$ cat src/rtl/multdiv_pkg.sv
// Shared types and constants for the multdiv unit.
// The divider FSM states, default datapath width and the most-negative operand value live here.
package multdiv_pkg;

    typedef enum logic [1:0] {
        IDLE,
        DIV,
        FIX
    } state_t;

    localparam int WIDTH_DEF = 32;
    localparam int CNT_W     = $clog2(WIDTH_DEF);
    localparam logic [WIDTH_DEF-1:0] INT_MIN = {1'b1, {(WIDTH_DEF-1){1'b0}}};

endpackage

$ cat src/rtl/div_step.sv
// One restoring-division iteration on unsigned magnitudes.
// It shifts {rem,q} left by one bit, then keeps the difference when the trial subtraction does not go negative.
module div_step #(
    parameter int WIDTH = 32
) (
    input  logic [WIDTH-1:0] rem,
    input  logic [WIDTH-1:0] q,
    input  logic [WIDTH-1:0] divisor,
    output logic [WIDTH-1:0] rem_nxt,
    output logic [WIDTH-1:0] q_nxt
);

    logic [WIDTH:0] shifted;
    logic [WIDTH:0] trial;

    // rem < divisor on entry, so the WIDTH+1-bit difference never overflows and its MSB is the sign.
    // NOTE: every always_comb output is assigned on every path, so no latch is inferred.
    always_comb begin
        shifted = {rem, q[WIDTH-1]};
        trial   = shifted - {1'b0, divisor};
        if (!trial[WIDTH]) begin
            rem_nxt = trial[WIDTH-1:0];
            q_nxt   = {q[WIDTH-2:0], 1'b1};
        end else begin
            rem_nxt = shifted[WIDTH-1:0];
            q_nxt   = {q[WIDTH-2:0], 1'b0};
        end
    end

endmodule

$ cat src/rtl/div_iter.sv
// Sequential signed divider: WIDTH restoring steps on magnitudes, followed by one sign-fix cycle.
// Results come with a one-cycle resultReady pulse and are held until the next result.
module div_iter
    import multdiv_pkg::*;
#(
    parameter int WIDTH = WIDTH_DEF
) (
    input  logic             clock,
    input  logic             dataReset_n,
    input  logic             start,
    input  logic [WIDTH-1:0] dividend,
    input  logic [WIDTH-1:0] divisor,
    output logic [WIDTH-1:0] quotient,
    output logic [WIDTH-1:0] remainder,
    output logic             exception,
    output logic             resultReady,
    output logic             busy
);

    localparam int C_W = $clog2(WIDTH);
    localparam logic [C_W-1:0] LAST = C_W'(WIDTH - 1);
    localparam logic [WIDTH-1:0] MIN_VAL = {1'b1, {(WIDTH-1){1'b0}}};

    state_t           state;
    logic [C_W-1:0]   count;
    logic [WIDTH-1:0] rem_r;
    logic [WIDTH-1:0] q_r;
    logic [WIDTH-1:0] dvs_r;
    logic             qsign;
    logic             rsign;
    logic             divzero;
    logic             ovf;

    logic [WIDTH-1:0] rem_nxt;
    logic [WIDTH-1:0] q_nxt;
    logic [WIDTH-1:0] dividend_abs;
    logic [WIDTH-1:0] divisor_abs;

    // The magnitude of MIN_VAL wraps to MIN_VAL itself, which is the correct value when read as unsigned.
    assign dividend_abs = dividend[WIDTH-1] ? -dividend : dividend;
    assign divisor_abs  = divisor[WIDTH-1] ? -divisor : divisor;

    div_step #(.WIDTH(WIDTH)) u_step (
        .rem     (rem_r),
        .q       (q_r),
        .divisor (dvs_r),
        .rem_nxt (rem_nxt),
        .q_nxt   (q_nxt)
    );

    // NOTE: sequential state uses non-blocking assignments, so every register samples pre-edge values.
    always_ff @(posedge clock or negedge dataReset_n) begin
        if (!dataReset_n) begin
            state       <= IDLE;
            count       <= '0;
            rem_r       <= '0;
            q_r         <= '0;
            dvs_r       <= '0;
            qsign       <= 1'b0;
            rsign       <= 1'b0;
            divzero     <= 1'b0;
            ovf         <= 1'b0;
            quotient    <= '0;
            remainder   <= '0;
            exception   <= 1'b0;
            resultReady <= 1'b0;
            busy        <= 1'b0;
        end else begin
            resultReady <= 1'b0;
            case (state)
                IDLE: begin
                    busy <= start;
                    if (start) begin
                        q_r     <= dividend_abs;
                        rem_r   <= '0;
                        dvs_r   <= divisor_abs;
                        rsign   <= dividend[WIDTH-1];
                        qsign   <= dividend[WIDTH-1] ^ divisor[WIDTH-1];
                        divzero <= (divisor == '0);
                        ovf     <= (dividend == MIN_VAL) && (divisor == '1);
                        count   <= '0;
                        state   <= (divisor == '0) ? FIX : DIV;
                    end
                end
                DIV: begin
                    rem_r <= rem_nxt;
                    q_r   <= q_nxt;
                    count <= count + C_W'(1);
                    if (count == LAST) begin
                        state <= FIX;
                    end
                end
                FIX: begin
                    resultReady <= 1'b1;
                    count       <= '0;
                    state       <= IDLE;
                    if (divzero) begin
                        // q_r still holds |dividend| untouched, so the original operand can be rebuilt from it.
                        quotient  <= '0;
                        remainder <= rsign ? -q_r : q_r;
                        exception <= 1'b1;
                    end else begin
                        quotient  <= qsign ? -q_r : q_r;
                        remainder <= rsign ? -rem_r : rem_r;
                        exception <= ovf;
                    end
                end
                default: begin
                    state <= IDLE;
                    busy  <= 1'b0;
                end
            endcase
        end
    end

endmodule

$ cat config.mk
export PLATFORM = sky130hd
export DESIGN_NAME = div_iter
export DESIGN_NICKNAME = d
export VERILOG_FILES = /design/src/rtl/multdiv_pkg.sv /design/src/rtl/div_step.sv /design/src/rtl/div_iter.sv
export SDC_FILE = /design/constraint.sdc
export NUM_CORES = 1
export LEC_CHECK = 0
export ABC_AREA = 1
export BUFFER_PORTS_ARGS = -buffer_cell sky130_fd_sc_hd__buf_2
export CORE_ASPECT_RATIO = 2
export CORE_MARGIN = 2
export CORE_UTILIZATION = 60
export DETAILED_ROUTE_END_ITERATION = 16
export PLACE_DENSITY = 0.79
export SETUP_SLACK_MARGIN = 0.1
export SYNTH_ARGS = -nofsm -noshare
export SYNTH_HDL_FRONTEND = slang
export SYNTH_SLANG_ARGS = --single-unit
$ cat constraint.sdc
create_clock -name clock -period 2.7 [get_ports clock]
set_clock_uncertainty 0.15 [all_clocks]
set_input_delay 0.54 -clock clock [delete_from_list [all_inputs] [get_ports clock]]
set_output_delay 0.54 -clock clock [all_outputs]
set_load 0.01 [all_outputs]
# Word-level counts from Yosys, hierarchy flattened
# Cells that the tools add are included.
# word_totals
reg_bits	174
input_bits	67
out_inout_bits	67
elab_cells	60
# op_classes
addsub	6
n_eq_ne	7
mux	22
bitwise_logic	1
reduce_logical	10
# ops
operator	count
two-way mux 32 bit	10
negator 32 bit	4
one-hot mux 32 bit (2 select lines)	2
== test 32 bit (second input constant)	2
subtractor 33 x 32 -> 33 bit	1
zero test 32 bit	1
one-hot mux 5 bit (3 select lines)	1
AND reduction 2 bit	4
two-way mux 2 bit	3
adder 5 x 1 -> 5 bit (second input constant)	1
== test 5 bit (second input constant)	1
two-way mux 5 bit	1
!= test 2 bit (second input constant)	2
one-hot mux 2 bit (2 select lines)	1
two-way mux 1 bit	3
nonzero test 3 bit	1
== test 2 x 1 -> 1 bit (second input constant)	1
== test 2 bit (second input constant)	1
zero test 2 bit	1
one-hot mux 1 bit (2 select lines)	1
nonzero test 2 bit	1
OR reduction 2 bit	1
logical AND 1 bit	1
bitwise XOR 1 bit	1

# Logic depth before layout (Yosys ltp)
# logic_depth
ltp_word	4
mapped_depth	18
depth_no_buf	17

# Hierarchy
# Synthesis repeated with hierarchy kept, for this count alone.
# unflattened
hier_cells	2446
hier_area_um2	14895.5
# by_module_without_submodules
module	instances	cells_per_inst	area_per_inst_um2	seq_area_each_um2
div_iter	1	1735	11512.3	4354.2
div_step	1	711	3383.2	0.0

# Least setup slack after synthesis
# No wires, ideal clock.
# synth_path
kind	register to register
from	register q_r[31]
to	register rem_r[13]
setup_time_ns	0.118
t_arrival_ns	2.100
required_time_ns	2.432
path_slack_ns	0.332
path_stages_with_launch	19
path_buffers	1
period_less_slack_ns	2.368
path_cell_list	dfrtp_1 -> inv_1 -> ha_1 -> fa_1 -> inv_1 -> nand2_1 -> nand2_1 -> nand3_1 -> nand2_1 -> nand2_1 -> nand2_2 -> nand2_4 -> nand2_4 -> nand2_4 -> nand2_4 -> buf_6 -> nand2_1 -> nand3_1 -> nand2_1
# synth_via
elab_chain_cells	3
# synth_rtl
item	line_no	source
start, declared	div_iter.sv:27	logic [WIDTH-1:0] q_r;
start signal, assigned	div_iter.sv:74	q_r <= dividend_abs;
start signal, assigned	div_iter.sv:87	q_r <= q_nxt;
subtractor 33 x 32 -> 33 bit	div_step.sv:20	trial = shifted - {1'b0, divisor};
two-way mux 32 bit	div_step.sv:21	if (!trial[WIDTH]) begin
one-hot mux 32 bit (2 select lines)	div_iter.sv:70	case (state)
end signal, assigned	div_iter.sv:86	rem_r <= rem_nxt;
end, declared	div_iter.sv:26	logic [WIDTH-1:0] rem_r;
# Every way passes these cells.
# A chain may end at the register's enable or synchronous reset.

# Worst setup path after layout
# layout_path
from	register q_r[4]
to	register quotient[25]
# layout_via
elab_chain_cells	3
# layout_rtl
item	line_no	source
negator 32 bit	div_iter.sv:103	quotient <= qsign ? -q_r : q_r;
two-way mux 32 bit	div_iter.sv:103	
two-way mux 32 bit	div_iter.sv:97	if (divzero) begin
end signal, assigned	div_iter.sv:103	
end, declared	div_iter.sv:13	output logic [WIDTH-1:0] quotient,
# Every way passes these cells.

==> impl_metrics.py <==
metrics = {
    "run_status": {
        "status": "finished clean",
    },
    "job": {
        "maxCapViolations": 0,
    },
    "finish": {
        "antennaDiodeCount": 0,
        "area_growth_pct": 16.7,
        "utilization_pct": 70.8,
        "layout_common_cells": "nand2_1 (735), inv_1 (291), nand3_1 (215)",
        "final_common_cell": "nand2_1",
        "drive_above_1_share_pct": 13.2,
        "fin_nets": 2510,
    },
    "route": {
        "first_iter_violations": 1417,
        "via_per_inst": 6.00,
        "first_pass_iters": 7,
        "antenna_left": 0,
        "vias": 16188,
        "drc": 0,
        "wire_per_inst_um": 20.6,
        "totalWireLength_mm": 55.5,
    },
    "placed_design": {
        "port_buffers": 133,
        "dp_hpwl_mm": 43.0,
        "place.gp.congestion": 1.09,
        "pre_cts_ws_ns": 0.0708,
    },
    "synthesis": {
        "synth_seq_area_share_pct": 31.0,
        "synth.ff_latch_count": 174,
        "synth-main-ff-cell": "dfrtp_1",
        "synthCells": 2236,
        "synth_warnings": 0,
        "synth_cell_types": 48,
        "synth_nets": 2346,
        "async_flop_share_pct": 100,
        "synth_edf_count": 0,
        "synth_area_per_cell_um2": 6.28,
        "syn_area_mm2": 0.0140,
    },
    "power": {
        "leakage_nw": 8.58,
        "ir_drop_uv": 791,
        "powerDensity_mw_per_mm2": 1350,
    },
    "critical_path": {
        "crit_arrival_ns": 2.81,
        "path_cells": "nor2_2 > nand3_1 > nor2_4 > buf_4 > nand3_1 > nor2_2 > xor2_1 > nand2_1 > o211ai_1 > nand2_1",
        "cpPeakStageDelay_ns": 0.46,
        "end_kind": "flop",
        "cp.required_ns": 2.90,
        "path_delay_family": "simple AND/OR/NAND/NOR gates",
        "rrSetupSlack_ns": 0.09,
        "worstSetupPathType": "reg2reg",
        "timing.rr.start": "q_r[4]",
        "ff2ff_path_depth": 10,
        "slowest_stage": "dfrtp_1",
        "cp_num_buf_inv": 1,
        "cp-start-kind": "flop",
        "r2r_end": "quotient[25]",
        "worstPathMaxFanout": 5,
    },
    "global_routing": {
        "overflow": 0,
        "antenna_found_initial": 1,
        "grt_pass1_vias": 15673,
        "grt_max_degree": 66,
        "grt_use_total_pct": 44.0,
        "grt_first_pass_wirelength_mm": 82.3,
    },
    "die": {
        "die_w_um": 112,
        "io_pins": 134,
        "dieArea_mm2": 0.0247,
        "core_mm2": 0.0231,
        "fp.dieH_um": 220,
        "placementRows": 79,
        "floorplan.initialDensity_pct": 60.7,
    },
    "clock_network": {
        "clk_latency_ns": 0.47,
        "cts.sinks": 174,
        "path_clk_slew_ns": 0.07,
        "cts_tree": "built",
        "root_buffer": "clkbuf_16",
        "clockBufferDepth": 2,
        "h-tree-depth": 4,
        "cts_inserted_buffers": 17,
    },
    "sta": {
        "rsz0062_at_grt": "yes",
        "finalCritPeriodShare_pct": 96.6,
        "tns_ns": 0,
        "hold_viol": 0,
        "fin_ws_ns": 0.0925,
        "period_needed_ns": 2.61,
        "max_slew.worst_pin.slew_ns": 1.01,
        "relSlewSlack_pct": 32.5,
        "holdWs_ns": 0.246,
        "final_max_slew_viol_count": 0,
        "max_freq_mhz": 384,
        "finalSetupViolations": 0,
    },
    "worst_hold_path": {
        "whs_path_depth": 3,
        "hp-start": "divisor[30]",
        "worstHoldEndpoint": "dvs_r[30]",
        "hold_class": "in2reg",
    },
}
-- cell type report --
type                       count  area [µm²]
fill                        2139        6750
inverter                     298        1120
sequential                   174        4360
timing repair buffer         221        1440
clock buffer                  19         443
clock inverter                13         131
tap                          283         354
multi-input combinational   1688        8540
-- repair_timing --
action	in CTS	in global routing
gates resized for setup	3	46
hold endpoints to repair	54	0
setup endpoints to repair	28	44
gates cloned	0	4
setup buffers	0	6
pin swaps	0	7
hold buffers	1	0
-- cell families (layout without fill, tap and decap cells) --
group           count (synthesis)  count (layout)  synth area share (%)
fa+ha+maj                      43              43                  3.88
compound gates                352             352                  14.2
xor+xnor                       58              58                  3.62
simple gates                 1234            1235                  37.1
buf+inv                       375             551                  10.2
flops                         174             174                  31.0
-- flip-flops by register name, summed over array words and instances, names as in the netlist --
register and flops:
count 5, rsign 1, busy 1, resultReady 1, qsign 1, exception 1
quotient 32, rem_r 32, dvs_r 32, remainder 32, state 2, q_r 32
ovf 1, divzero 1
-- through the flow --
stage	std cells	area [µm²]	total power [mW]
finish	2696	16400	22.1
global route	2696	16400	23.7
CTS	2686	16000	20.9
detailed placement	2653	15400	18.3
global placement	2653	15400	18.0
floorplan	2236	14000	13.7
-- how the worst max path moves through the flow --
stage	from	endpoint	slack (ns)	depth (start not counted)
detailed placement	q_r[31]	rem_r[1]	0.07	17
finish	q_r[4]	quotient[25]	0.09	10
CTS	q_r[31]	rem_r[5]	0.12	16
global route	rem_r[3]	rem_r[18]	-0.007	13
floorplan	q_r[31]	rem_r[13]	0.33	18
global placement	q_r[31]	rem_r[7]	0.16	17
-- per-layer routing --
layer  wire (µm)  up-vias  GRT usage [%]  part of all wire, %
met5           0        -              0                    0
met4        6940        0           45.4                   12
met3        3220      369           7.26                  5.8
met2       28400      844           80.8                   51
met1       17000     7393           38.5                   31
li1            -     7582              -                    -
-- worst min-delay path: stages --
cell,delay (ns)
buf_2,0.13
a21oi_1,0.05
o22ai_1,0.10
-- report_power, final --
part | switching, mW | internal [mW]
clock | 1.16 | 1.31
combinational | 9.79 | 4.96
sequential | 1.07 | 3.79
-- synthesized netlist by cell type, types with 2 or more instances --
cell type | number | area (µm²)
ha_1 | 42 | 526
nor2_4 | 2 | 22.5
o21ai_0 | 136 | 681
nand3_1 | 216 | 1080
buf_2 | 7 | 35.0
a21oi_1 | 127 | 636
a22oi_1 | 4 | 30.0
a31oi_1 | 2 | 12.5
o311ai_0 | 3 | 26.3
nor2_1 | 167 | 627
o22ai_1 | 11 | 68.8
nand3b_1 | 10 | 75.1
xor2_1 | 42 | 368
inv_1 | 295 | 1110
inv_2 | 2 | 7.51
o211ai_1 | 47 | 353
buf_6 | 2 | 22.5
o31ai_1 | 2 | 15.0
o221ai_1 | 2 | 17.5
nand2_1 | 742 | 2790
and2_1 | 5 | 31.3
a32o_1 | 5 | 50.1
o21bai_1 | 5 | 37.5
o21ai_1 | 2 | 10.0
nand4_1 | 37 | 231
nand2_4 | 4 | 45.0
nor3_2 | 3 | 30.0
buf_1 | 12 | 45.0
clkbuf_1 | 56 | 210
dfrtp_1 | 174 | 4350
nor4_1 | 7 | 43.8
nand2_2 | 3 | 18.8
nor3_1 | 31 | 155
nand3_2 | 2 | 20.0
xnor2_1 | 16 | 140
Note: power is estimated with default switching activity, not from simulation.
